==> src/rtl/rr_arb5_mux_ctrl.sv <==
// Five-way round-robin arbiter with hold limit, driving the select lines of a
// 5:1 mux and returning the granted requester's data bit one cycle later.
module rr_arb5_mux_ctrl #(
    parameter int unsigned MAX_HOLD = 4
) (
    input  logic       clk,
    input  logic       rst_n,
    input  logic [4:0] req,
    input  logic [4:0] din,
    output logic [4:0] gnt,
    output logic       s2,
    output logic       s1,
    output logic       s0,
    output logic       dout,
    output logic       dout_valid
);

    localparam int unsigned N  = 5;
    localparam int unsigned IW = 3;
    localparam int unsigned CW = IW + 1;
    localparam int unsigned HW = 4;

    typedef enum logic {
        IDLE,
        GRANT
    } state_t;

    state_t          state_q, state_d;
    logic [IW-1:0]   idx_q, idx_d;
    logic [IW-1:0]   ptr_q, ptr_d;
    logic [HW-1:0]   hold_q, hold_d;
    logic [N-1:0]    gnt_d;
    logic            dout_d;
    logic            valid_d;
    logic            load;
    logic [IW-1:0]   win_idx;
    logic            win_found;
    logic [CW-1:0]   cand;

    function automatic logic [IW-1:0] next_ptr(input logic [IW-1:0] i);
        return (i == IW'(N - 1)) ? '0 : IW'(i + IW'(1));
    endfunction

    // First requester found walking from ptr upward, modulo 5
    always_comb begin
        win_idx   = '0;
        win_found = 1'b0;
        cand      = '0;
        for (int k = 0; k < N; k++) begin
            cand = {1'b0, ptr_q} + CW'(k);
            if (cand >= CW'(N)) cand = cand - CW'(N);
            if (!win_found && req[cand[IW-1:0]]) begin
                win_found = 1'b1;
                win_idx   = cand[IW-1:0];
            end
        end
    end

    // Next-state, grant and data path
    always_comb begin
        state_d = state_q;
        idx_d   = idx_q;
        ptr_d   = ptr_q;
        hold_d  = hold_q;
        load    = 1'b0;
        gnt_d   = '0;
        dout_d  = (state_q == GRANT) ? din[idx_q] : 1'b0;
        valid_d = (state_q == GRANT);

        case (state_q)
            IDLE: begin
                if (win_found) load = 1'b1;
            end
            GRANT: begin
                if (req[idx_q] && (hold_q < HW'(MAX_HOLD))) begin
                    hold_d = hold_q + HW'(1);
                end else if (win_found) begin
                    load = 1'b1;
                end else begin
                    state_d = IDLE;
                    idx_d   = '0;
                    hold_d  = '0;
                end
            end
            default: state_d = IDLE;
        endcase

        // A load also covers re-granting the same index after hold expiry
        if (load) begin
            state_d = GRANT;
            idx_d   = win_idx;
            ptr_d   = next_ptr(win_idx);
            hold_d  = HW'(1);
        end

        if (state_d == GRANT) gnt_d[idx_d] = 1'b1;
    end

    always_ff @(posedge clk or negedge rst_n) begin
        if (!rst_n) begin
            state_q    <= IDLE;
            idx_q      <= '0;
            ptr_q      <= '0;
            hold_q     <= '0;
            gnt        <= '0;
            dout       <= 1'b0;
            dout_valid <= 1'b0;
        end else begin
            state_q    <= state_d;
            idx_q      <= idx_d;
            ptr_q      <= ptr_d;
            hold_q     <= hold_d;
            gnt        <= gnt_d;
            dout       <= dout_d;
            dout_valid <= valid_d;
        end
    end

    // Granted index in binary is exactly the mux select (4 -> 100)
    assign s2 = idx_q[2];
    assign s1 = idx_q[1];
    assign s0 = idx_q[0];

endmodule

==> config.mk <==
export PLATFORM = sky130hd
export DESIGN_NAME = rr_arb5_mux_ctrl
export DESIGN_NICKNAME = d
export VERILOG_FILES = /design/src/rtl/rr_arb5_mux_ctrl.sv
export SDC_FILE = /design/constraint.sdc
export NUM_CORES = 1
export LEC_CHECK = 0
export ABC_AREA = 1
export BUFFER_PORTS_ARGS = -buffer_cell sky130_fd_sc_hd__buf_4
export CAP_MARGIN = 5
export CELL_PAD_IN_SITES_DETAIL_PLACEMENT = 2
export CELL_PAD_IN_SITES_GLOBAL_PLACEMENT = 2
export CORE_MARGIN = 10
export CORE_UTILIZATION = 36
export CTS_BUF_LIST = sky130_fd_sc_hd__clkbuf_4 sky130_fd_sc_hd__clkbuf_8 sky130_fd_sc_hd__clkbuf_16
export DETAILED_ROUTE_END_ITERATION = 10
export PLACE_DENSITY = 0.94
export SYNTH_ARGS = -nofsm -noshare
export SYNTH_HDL_FRONTEND = slang
export SYNTH_SLANG_ARGS = --single-unit
==> constraint.sdc <==
create_clock -name clk -period 8.3 [get_ports clk]
set_input_delay 1.66 -clock clk [delete_from_list [all_inputs] [get_ports clk]]
set_output_delay 1.66 -clock clk [all_outputs]
set_load 0.05 [all_outputs]
==> impl_metrics.csv, run 1 <==
group,metric,value,unit
sta,rsz0062_at_grt,"false",
critical_path,crit_arrival,3.90,ns
sta,slew_violations,0,
sta,setup_viol,0,
synthesis,synth_cell_types,32,
routing,drt_iter0_drc,68,
clocking,clock_path_buffers,2,
global_routing,grt_max_degree,19,
routing,via_count,1979,
synthesis,syn_inst,275,
critical_path,worst_setup_path_end_kind,"flip-flop",
sta,clock_skew,0.003621,ns
floorplan,die_x,93.61,µm
global_routing,antenna_found_initial,0,
routing,firstDrtPassIters,4,
synthesis,synth.area.mux_share,0,%
clocking,htreeDepth,1,
finish,layout_common_cells,"nand2_1, nand3_1, inv_1, nand2_2, buf_4",
routing,drc_errors,0,
clocking,ctsResizeCount,0,
synthesis,synthTopCellsByArea,"dfrtp_1, nand2_1, nand3_1, ha_1, nand2_2",
sta,relSlewSlack,46.00,%
floorplan,die_y,93.61,µm
synthesis,synth_xor_area_share,1.283,%
clocking,cts_tree,"built",
flow_run,timing.max_cap.violations,0,
synthesis,yosysTopAreaCellShare,23.09,%
sta,tightest_slew,0.8100,ns
global_routing,grt.overflow.total,0,
finish,n_antenna_cell,0,
finish,drive_above_1_share,28.19,%
floorplan,start_util,37.71,%
sta,final.period_utilization,45.10,%
routing,drt-total-wl,7065,µm
routing,vias_per_cell,5.378,
synthesis,ys_seq_elements,18,
sta,hold_viol_final,0,
global_routing,grt_pass1_wl,11960,µm
sta,min_period,3.744,ns
place,portBuffers,21,
floorplan,die_area,8763,µm²
global_routing,grt_usage,16.82,%
finish,final_nets,323,
clocking,clock_latency,0.25,ns
critical_path,crit_required,8.45,ns
sta,clock.fmax,267.1,MHz
clocking,post_cts_buffers,0,
place,place_congestion,0.7841,
critical_path,cp-start-kind,"flip-flop",
synthesis,synth_top_family_by_area,"simple AND/OR/NAND/NOR gates",
synthesis,yosysSeqAreaShare,23.09,%
critical_path,path_class,"flip-flop to flip-flop",
synthesis,synth_fp_nets,299,
synthesis,yosys.area_share.simple,49.90,%
place,dpl.hpwl,6034,µm
run_status,status,"finished, final reports clean",
synthesis,synthAdderAreaFrac,8.082,%
critical_path,crit_fanout,15,
sta,fin_setup_tns,0,ns
hold_path,hold_class,"flip-flop to flip-flop",
synthesis,postSynthAreaPerCell,7.093,µm²
clocking,cts_root_buf,"clkbuf_8",
synthesis,synth_top_cell_by_area,"dfrtp_1",
clocking,clk_pin_slew,0.07,ns
routing,routedWlPerCell,19.20,µm
synthesis,synth_compound_area_share,9.237,%
clocking,cts_hold_buf,0,
floorplan,core,5172,µm²
finish,area_delta_synth_final,14.56,%
global_routing,grt_pass1_vias,2283,
synthesis,syn-cell-area,1951,µm²
floorplan,rows,26,
synthesis,yosysWarnings,0,
clocking,cts_made_buffers,3,
floorplan,io-pin-count,22,
clocking,clock_sinks,18,
finish,final_common_cell,"nand2_1",
routing,ant_nets,0,
metrics by stage:
step	cells	util [%]	instance area, µm²	hold slack (ns)	worst slack [ns]
floorplan	275	-	1951	0.4327	5.124
global placement	364	42.14	2180	0.4794	4.678
detailed placement	364	42.14	2180	0.4804	4.557
CTS	368	43.20	2235	0.4914	4.531
global route	368	43.20	2235	0.5092	4.238
finish	368	43.20	2235	0.4871	4.556
path summary, 6_finish.rpt:
check                                          start                    to  slack [ns]  cells after the start
min in group asynchronous                      rst_n    idx_q[2]$_DFF_PN0_        1.26                      1
worst min register to register     state_q$_DFF_PN0_  dout_valid$_DFF_PN0_        0.49                      0
worst max-delay path            ptr_q[0]$_DFFE_PN0N_  ptr_q[2]$_DFFE_PN0N_        4.56                     22
worst max register to register  ptr_q[0]$_DFFE_PN0N_  ptr_q[2]$_DFFE_PN0N_        4.56                     22
max in group asynchronous                      rst_n    idx_q[0]$_DFF_PN0_        6.85                      1
worst min-delay path               state_q$_DFF_PN0_  dout_valid$_DFF_PN0_        0.49                      0
routing by layer:
metal  share of wire (%)  global-route usage (%)
met5                   0                       0
met4                 1.1                   3.291
met1                  41                   18.30
met2                  56                   33.58
met3                 1.7                   1.998
registers in the layout, summed over array words and instances, names as in the netlist:
signal	cells
hold_q	4
gnt	5
ptr_q	3
dout	1
state_q	1
dout_valid	1
idx_q	3
Yosys cell counts (all sizes together):
cell type	n
nor3	1
fa	1
nand4	16
xor2	1
a211oi	1
o22ai	4
a22o	1
a21oi	5
dfrtp	18
xnor2	1
nand2	92
nor2	17
inv	38
ha	11
buf	2
nand3	47
o21ai	15
a32o	2
nand3b	2
worst max-delay path, stage by stage, from the launching register on:
cell and delay, ns:
dfrtp_1 0.87, inv_6 0.13, ha_1 0.28, inv_1 0.08
fa_1 0.15, inv_1 0.09, nand2_1 0.14, nand2_1 0.09
o21ai_1 0.29, inv_1 0.08, nand4_1 0.11, nand2_2 0.11
nand4_1 0.17, nor2_1 0.07, nor2_1 0.22, nand3_2 0.17
inv_1 0.10, ha_1 0.14, nand3_1 0.08, nand2_1 0.11
inv_1 0.05, nand2_1 0.05, nand2_1 0.04
area by class of cell:
type | count | area (µm²)
multi-input cells | 217 | 1336
well taps | 70 | 87.58
repair buffers | 21 | 157.7
inverters | 38 | 147.6
fillers | 627 | 2938
clock buffers | 4 | 55.05
flip-flops and latches | 18 | 450.4
logic make-up (layout without fill, tap and decap cells):
kind of cell,Yosys count,after routing
fa+ha+maj,12,12
simple gates,175,175
buf+inv,40,63
xor+xnor,2,2
flops,18,18
compound gates,28,28
Power of run 1 is left out: the tool's default activity adds up to more than one toggle a clock period on the data nets, which glitch-free logic cannot reach.
==> run 2, diff against run 1 <==
- ABC_AREA: 1 -> 0
- CORE_UTILIZATION: 36 -> 32
- PLACE_DENSITY: 0.94 -> 0.85
- clock period: 8.3 -> 3.17 ns (I/O delays scaled with it)
==> run 2 against run 1 <==
Net effect:
- the flow now stops in global routing
- synthesized cell count shrank 16%
- synthesized area grew 0.83%
==> impl_metrics.csv, run 2 <==
group,metric,value,unit
synthesis,postSynthAreaPerCell,8.478,µm²
synthesis,synth_async_sr_flop_share,100.0,%
global_routing,antenna_found_initial,0,
synthesis,synth_fp_nets,256,
clocking,cts_hold_buf,0,
clocking,cts_root_buf,"clkbuf_8",
global_routing,grt_max_degree,19,
synthesis,synth_edf_count,0,
sta,worst_endpoint_kind,"register data pin",
synthesis,synthTopCellsByArea,"dfrtp_1, ha_1, mux2i_1, nor2_1, nand2_1",
place,place_congestion,0.8990,
synthesis,yosysTopAreaCellShare,22.90,%
synthesis,synth_cell_types,63,
run_status,haltStage,"global routing",
floorplan,die_y,98.40,µm
clocking,clock_path_buffers,2,
place,portBuffers,21,
synthesis,synth.most_common_cell,"nor2_1",
clocking,htreeDepth,1,
synthesis,synth-main-ff-cell,"dfrtp_1",
floorplan,rows,28,
place,dpl.hpwl,7805,µm
synthesis,syn_inst,232,
floorplan,die_x,98.40,µm
synthesis,synthTopCellsByCount,"nor2_1, nand2_1, dfrtp_1",
sta,worst_endpoint,"ptr_q[2]$_DFFE_PN0N_/D",
synthesis,yosysSeqAreaShare,22.90,%
run_status,status,"did not finish",
place,dp_slack,-0.5905,ns
run_status,first-error,"[ERROR DPL-0033] detailed placement checks failed during check placement.",
synthesis,synth_top_cell_by_area,"dfrtp_1",
clocking,clock_sinks,18,
synthesis,syn-cell-area,1967,µm²
floorplan,start_util,33.03,%
synthesis,yosysWarnings,0,
clocking,cts_made_buffers,3,
synthesis,ys_seq_elements,18,
place,dpl_cell_area,2694,µm²
floorplan,io-pin-count,22,
## run 2: repair_timing
action / CTS
endpoints found under the setup margin: 16
buffers inserted: 10
cloned: 1
resized for setup: 55
pin swaps: 26
## run 2: per-stage QoR
step	std cells	hold WS, ns
3_5_place_dp	380	0.4576
2_1_floorplan	232	0.3384
4_1_cts	394	0.2209
3_3_place_gp	380	0.4270
## run 2: cells by family after synthesis
group	after synthesis	synth area share (%)
DFF	18	22.90
xor gates and xnor gates	4	1.781
and+or+nand+nor	92	25.38
adders and majority gates	12	8.015
AOI/OAI and AO/OA	69	27.86
muxes	13	8.651
buffers and inverters	24	5.406
==> run 3, diff against run 2 <==
- CELL_PAD_IN_SITES_DETAIL_PLACEMENT: 2 -> default
- CELL_PAD_IN_SITES_GLOBAL_PLACEMENT: 2 -> default
- CORE_UTILIZATION: 32 -> 40
- CTS_BUF_LIST: sky130_fd_sc_hd__clkbuf_4 sky130_fd_sc_hd__clkbuf_8 sky130_fd_sc_hd__clkbuf_16 -> default
- PLACE_DENSITY: 0.85 -> default
- PLACE_DENSITY_LB_ADDON: default -> 0.15
- clock period: 3.17 -> 4.1 ns (I/O delays scaled with it)
==> run 3 against run 2 <==
Net effect:
- the run now ends clean
- synthesized cell count did not move
- synthesized area stayed put
==> impl_metrics.csv, run 3 <==
group,metric,value,unit
synthesis,syn-cell-area,1967,µm²
synthesis,synth_top_cell_by_area,"dfrtp_1",
synthesis,synth_async_sr_flop_share,100.0,%
routing,drc_errors,0,
synthesis,synthTopCellsByArea,"dfrtp_1, ha_1, mux2i_1, nor2_1, nand2_1",
synthesis,yosysSeqAreaShare,22.90,%
finish,final_nets,280,
synthesis,synth-main-ff-cell,"dfrtp_1",
hold_path,hold_class,"input port to asynchronous set/reset pin",
routing,drt_iter0_drc,143,
clocking,clock_path_buffers,2,
floorplan,start_util,41.37,%
place,dpl.hpwl,4268,µm
critical_path,crit_required,4.27,ns
global_routing,grt_pass1_wl,8756,µm
global_routing,grt_usage,12.98,%
floorplan,rows,25,
synthesis,ys_seq_elements,18,
place,portBuffers,21,
sta,slew_violations,0,
floorplan,die_x,90.12,µm
critical_path,crit_arrival,3.83,ns
finish,layout_common_cells,"buf_4, nor2_1, nand2_1, dfrtp_1, a21oi_1",
critical_path,worst_setup_path_end_kind,"flip-flop",
synthesis,synth.most_common_cell,"nor2_1",
synthesis,yosysTopAreaCellShare,22.90,%
critical_path,worst-r2r-setup-slack,0.44,ns
critical_path,cp-start-kind,"flip-flop",
critical_path,timing.rr.end,"ptr_q[2]$_DFFE_PN0N_",
clocking,cts_made_buffers,3,
finish,largest_reg_flops,5,
routing,via_count,1850,
clocking,cts_root_buf,"clkbuf_8",
sta,relSlewSlack,44.10,%
global_routing,antenna_found_initial,0,
clocking,cts_tree,"built",
clocking,clock_sinks,18,
synthesis,postSynthAreaPerCell,8.478,µm²
clocking,cts_hold_buf,0,
synthesis,synth_fp_nets,256,
sta,clock.fmax,273.2,MHz
floorplan,die_y,90.12,µm
finish,reg.largest.list,"gnt: 5 flops, hold_q: 4 flops",
clocking,clock_latency,0.26,ns
clocking,ctsResizeCount,0,
clocking,htreeDepth,1,
routing,firstDrtPassIters,6,
sta,clock_skew,0.003046,ns
finish,regMostFlops,"gnt",
routing,routedWlPerCell,17.22,µm
critical_path,crit_fanout,9,
sta,min_period,3.660,ns
finish,drive_above_1_share,21.26,%
synthesis,synth_cell_types,63,
synthesis,syn_inst,232,
synthesis,synthTopCellsByCount,"nor2_1, nand2_1, dfrtp_1",
floorplan,io-pin-count,22,
finish,final_common_cell,"buf_4",
sta,hold_viol_final,0,
global_routing,grt_max_degree,29,
floorplan,core,4755,µm²
finish,area_delta_synth_final,14.89,%
place,place_congestion,0.9407,
sta,setup_viol,0,
critical_path,path_class,"flip-flop to flip-flop",
critical_path,crit_end,"ptr_q[2]$_DFFE_PN0N_",
sta,tightest_slew,0.8268,ns
routing,ant_nets,0,
floorplan,die_area,8122,µm²
sta,rsz0062_at_grt,"false",
clocking,clk_pin_slew,0.06,ns
clocking,post_cts_buffers,0,
flow_run,timing.max_cap.violations,0,
routing,drt-total-wl,5528,µm
synthesis,synth_edf_count,0,
global_routing,grt_pass1_vias,1726,
synthesis,yosysWarnings,0,
critical_path,r2r_cells,15,
finish,n_antenna_cell,0,
run_status,status,"finished, final reports clean",
sta,timing.hold.ws,0.4197,ns
global_routing,grt.overflow.total,0,
critical_path,rr_startpoint,"ptr_q[1]$_DFFE_PN0N_",
sta,final.period_utilization,89.26,%
critical_path,startpoint,"ptr_q[1]$_DFFE_PN0N_",
sta,fin_setup_tns,0,ns
routing,vias_per_cell,5.763,
[run 3: how the worst min path moves through the flow]
stage,from,end,slack (ns),depth (start not counted)
6_report,rst_n,dout_valid$_DFF_PN0_,0.42,1
5_1_grt,rst_n,dout_valid$_DFF_PN0_,0.42,1
4_1_cts,rst_n,ptr_q[0]$_DFFE_PN0N_,0.42,1
3_5_place_dp,state_q$_DFF_PN0_,dout_valid$_DFF_PN0_,0.44,0
3_3_place_gp,state_q$_DFF_PN0_,dout_valid$_DFF_PN0_,0.44,0
2_1_floorplan,state_q$_DFF_PN0_,dout_valid$_DFF_PN0_,0.40,0
[run 3: layout make-up]
class / count / area [µm²]
multi-input cells: 190 / 1410
fillers: 479 / 2495
repair buffers: 30 / 225.2
flip-flops and latches: 18 / 450.4
clock buffers: 3 / 41.29
well taps: 67 / 83.83
inverters: 13 / 48.80
[run 3: cells by family after synthesis]
logic type	after synthesis	share of synthesized area (%)
AOI/OAI and AO/OA	69	27.86
adders and majority gates	12	8.015
and+or+nand+nor	92	25.38
DFF	18	22.90
xor gates and xnor gates	4	1.781
buffers and inverters	24	5.406
muxes	13	8.651
[run 3: metrics by stage]
stage / instances / instance area (µm²) / worst slack (ns) / utilization [%]
3_5_place_dp: 318 / 2218 / 0.4496 / 46.66
2_1_floorplan: 232 / 1967 / 0.5308 / -
4_1_cts: 321 / 2260 / 0.4458 / 47.53
3_3_place_gp: 318 / 2218 / 0.4939 / 46.66
5_1_grt: 321 / 2260 / 0.1203 / 47.53
6_report: 321 / 2260 / 0.4403 / 47.53
[run 3: layer usage]
metal  wire, µm  global-route usage [%]  up-vias  part of all wire, %
met5          0                       0        -                    0
met1       2528                   16.55      863                   46
met4         79                   4.377        0                  1.4
met2       2509                   20.70       72                   45
li1           -                       -      908                    -
met3        411                   3.325        7                  7.4
[run 3: critical path, cell delays in order, from the launching register on]
cell	delay (ns)
dfrtp_1	0.48
inv_1	0.18
ha_1	0.48
mux2i_1	0.22
a211oi_1	0.06
o21ai_0	0.32
nand2_1	0.15
or2_1	0.37
o31ai_1	0.32
a21oi_1	0.12
o2bb2ai_2	0.22
inv_1	0.10
ha_1	0.22
nor2_1	0.10
mux2i_1	0.07
o21ai_0	0.16
Power of run 3 is left out for the same reason.
==> run 4, diff against run 3 <==
- CORE_UTILIZATION: 40 -> 47
==> run 4 against run 3 <==
Net effect:
- final area is 0.33% lower
- first-iteration DRC count shrank 2.8%
- routed wire length shrank 4.6%
- maximum frequency shrank 2.2%
- largest cell class unchanged
- clock skew shrank 0.00079 ns
==> impl_metrics.csv, run 4 (synthesis results as in run 3) <==
group,metric,value,unit
place,place_congestion,0.8958,
global_routing,grt_usage,15.00,%
finish,largest_reg_flops,5,
critical_path,worst-r2r-setup-slack,0.36,ns
sta,final.period_utilization,91.27,%
critical_path,cpPeakStageDelay,0.47,ns
sta,clock_skew,0.002259,ns
global_routing,grt_max_degree,28,
critical_path,path_class,"flip-flop to flip-flop",
routing,drc_errors,0,
clocking,cts_root_buf,"clkbuf_8",
critical_path,critPathTopFamily,"simple AND/OR/NAND/NOR gates",
floorplan,die_area,7172,µm²
global_routing,grt.overflow.total,0,
floorplan,start_util,48.82,%
finish,final_nets,280,
finish,n_antenna_cell,0,
routing,drt_iter0_drc,139,
sta,rsz0062_at_grt,"false",
routing,firstDrtPassIters,4,
clocking,clock_path_buffers,2,
finish,drive_above_1_share,21.57,%
routing,ant_nets,0,
flow_run,timing.max_cap.violations,0,
finish,reg.largest.list,"gnt: 5 flops, hold_q: 4 flops",
hold_path,hold_class,"input port to asynchronous set/reset pin",
sta,relSlewSlack,44.05,%
critical_path,worst_setup_path_end_kind,"flip-flop",
global_routing,grt_pass1_vias,1904,
clocking,clock_sinks,18,
critical_path,cp_num_buf_inv,3,
sta,fin_setup_tns,0,ns
finish,utilization,55.90,%
sta,setup_viol,0,
critical_path,crit_arrival,3.93,ns
floorplan,core,4029,µm²
clocking,clock_latency,0.25,ns
sta,slew_violations,0,
floorplan,io-pin-count,22,
sta,tightest_slew,0.8276,ns
critical_path,crit_required,4.29,ns
finish,fill_cells,390,
clocking,htreeDepth,1,
clocking,cts_hold_buf,0,
place,portBuffers,21,
finish,layout_common_cells,"buf_4, nor2_1, nand2_1, dfrtp_1, a21oi_1",
critical_path,critical-path-slowest-cell,"dfrtp_1",
clocking,ctsResizeCount,0,
finish,final_common_cell,"buf_4",
sta,min_period,3.742,ns
routing,via_count,1819,
clocking,post_cts_buffers,0,
floorplan,rows,23,
clocking,clk_pin_slew,0.07,ns
finish,regMostFlops,"gnt",
sta,clock.fmax,267.2,MHz
global_routing,grt_pass1_wl,9121,µm
critical_path,cp-start-kind,"flip-flop",
critical_path,crit_fanout,9,
global_routing,antenna_found_initial,0,
critical_path,worstPathCellList,"buf_4, ha_1, inv_1, fa_1, nor2b_1, nand2_1, and3_1, o22a_1, or2_1, nor3_1, o32ai_2, a211oi_4, inv_1, ha_1, a21oi_1, a22o_1",
place,dpl.hpwl,4161,µm
run_status,status,"finished, final reports clean",
routing,drt-total-wl,5272,µm
floorplan,die_x,84.69,µm
floorplan,die_y,84.69,µm
routing,vias_per_cell,5.964,
finish,area_delta_synth_final,14.50,%
clocking,cts_made_buffers,3,
sta,hold_viol_final,0,
routing,routedWlPerCell,17.29,µm
clocking,cts_tree,"built",
-- run 4: worst paths after layout --
| kind | to | cells past startpoint | from |
|---|---|---|---|
| worst max-delay path | ptr_q[1]$_DFFE_PN0N_ | 16 | ptr_q[1]$_DFFE_PN0N_ |
| worst min-delay path | dout_valid$_DFF_PN0_ | 1 | rst_n |
| worst max register to register | ptr_q[1]$_DFFE_PN0N_ | 16 | ptr_q[1]$_DFFE_PN0N_ |
| worst min register to register | dout_valid$_DFF_PN0_ | 0 | state_q$_DFF_PN0_ |
| max in group asynchronous | ptr_q[2]$_DFFE_PN0N_ | 1 | rst_n |
| min in group clk | dout_valid$_DFF_PN0_ | 0 | state_q$_DFF_PN0_ |
-- run 4: per-stage QoR --
| stage | setup slack [ns] | std cells | hold slack [ns] | area [µm²] |
|---|---|---|---|---|
| after floorplan | 0.5308 | 232 | 0.3988 | 1967 |
| after global placement | 0.4500 | 301 | 0.4326 | 2197 |
| after detailed placement | 0.4077 | 301 | 0.4439 | 2197 |
| after CTS | 0.3738 | 305 | 0.4296 | 2252 |
| after global routing | 0.006948 | 305 | 0.4272 | 2252 |
| final | 0.3578 | 305 | 0.4207 | 2252 |
-- run 4: layout make-up --
| cell class | instances | area [µm²] | area share (%) |
|---|---|---|---|
| tap | 50 | 62.56 | 2.778 |
| timing repair buffer | 30 | 225.2 | 10.00 |
| inverter | 13 | 48.80 | 2.167 |
| sequential | 18 | 450.4 | 20.00 |
| clock buffer | 4 | 55.05 | 2.444 |
| multi-input combinational | 190 | 1410 | 62.61 |
-- run 4: metal layers --
layer	track usage [%]	part of all wire, %	routed length, µm	vias up
met5	0	0	0	-
met4	6.287	2.3	122	0
met3	3.961	7.4	390	10
met2	24.78	48	2535	49
met1	17.86	42	2224	852
li1	-	-	-	908
Power of run 4 is left out for the same reason.
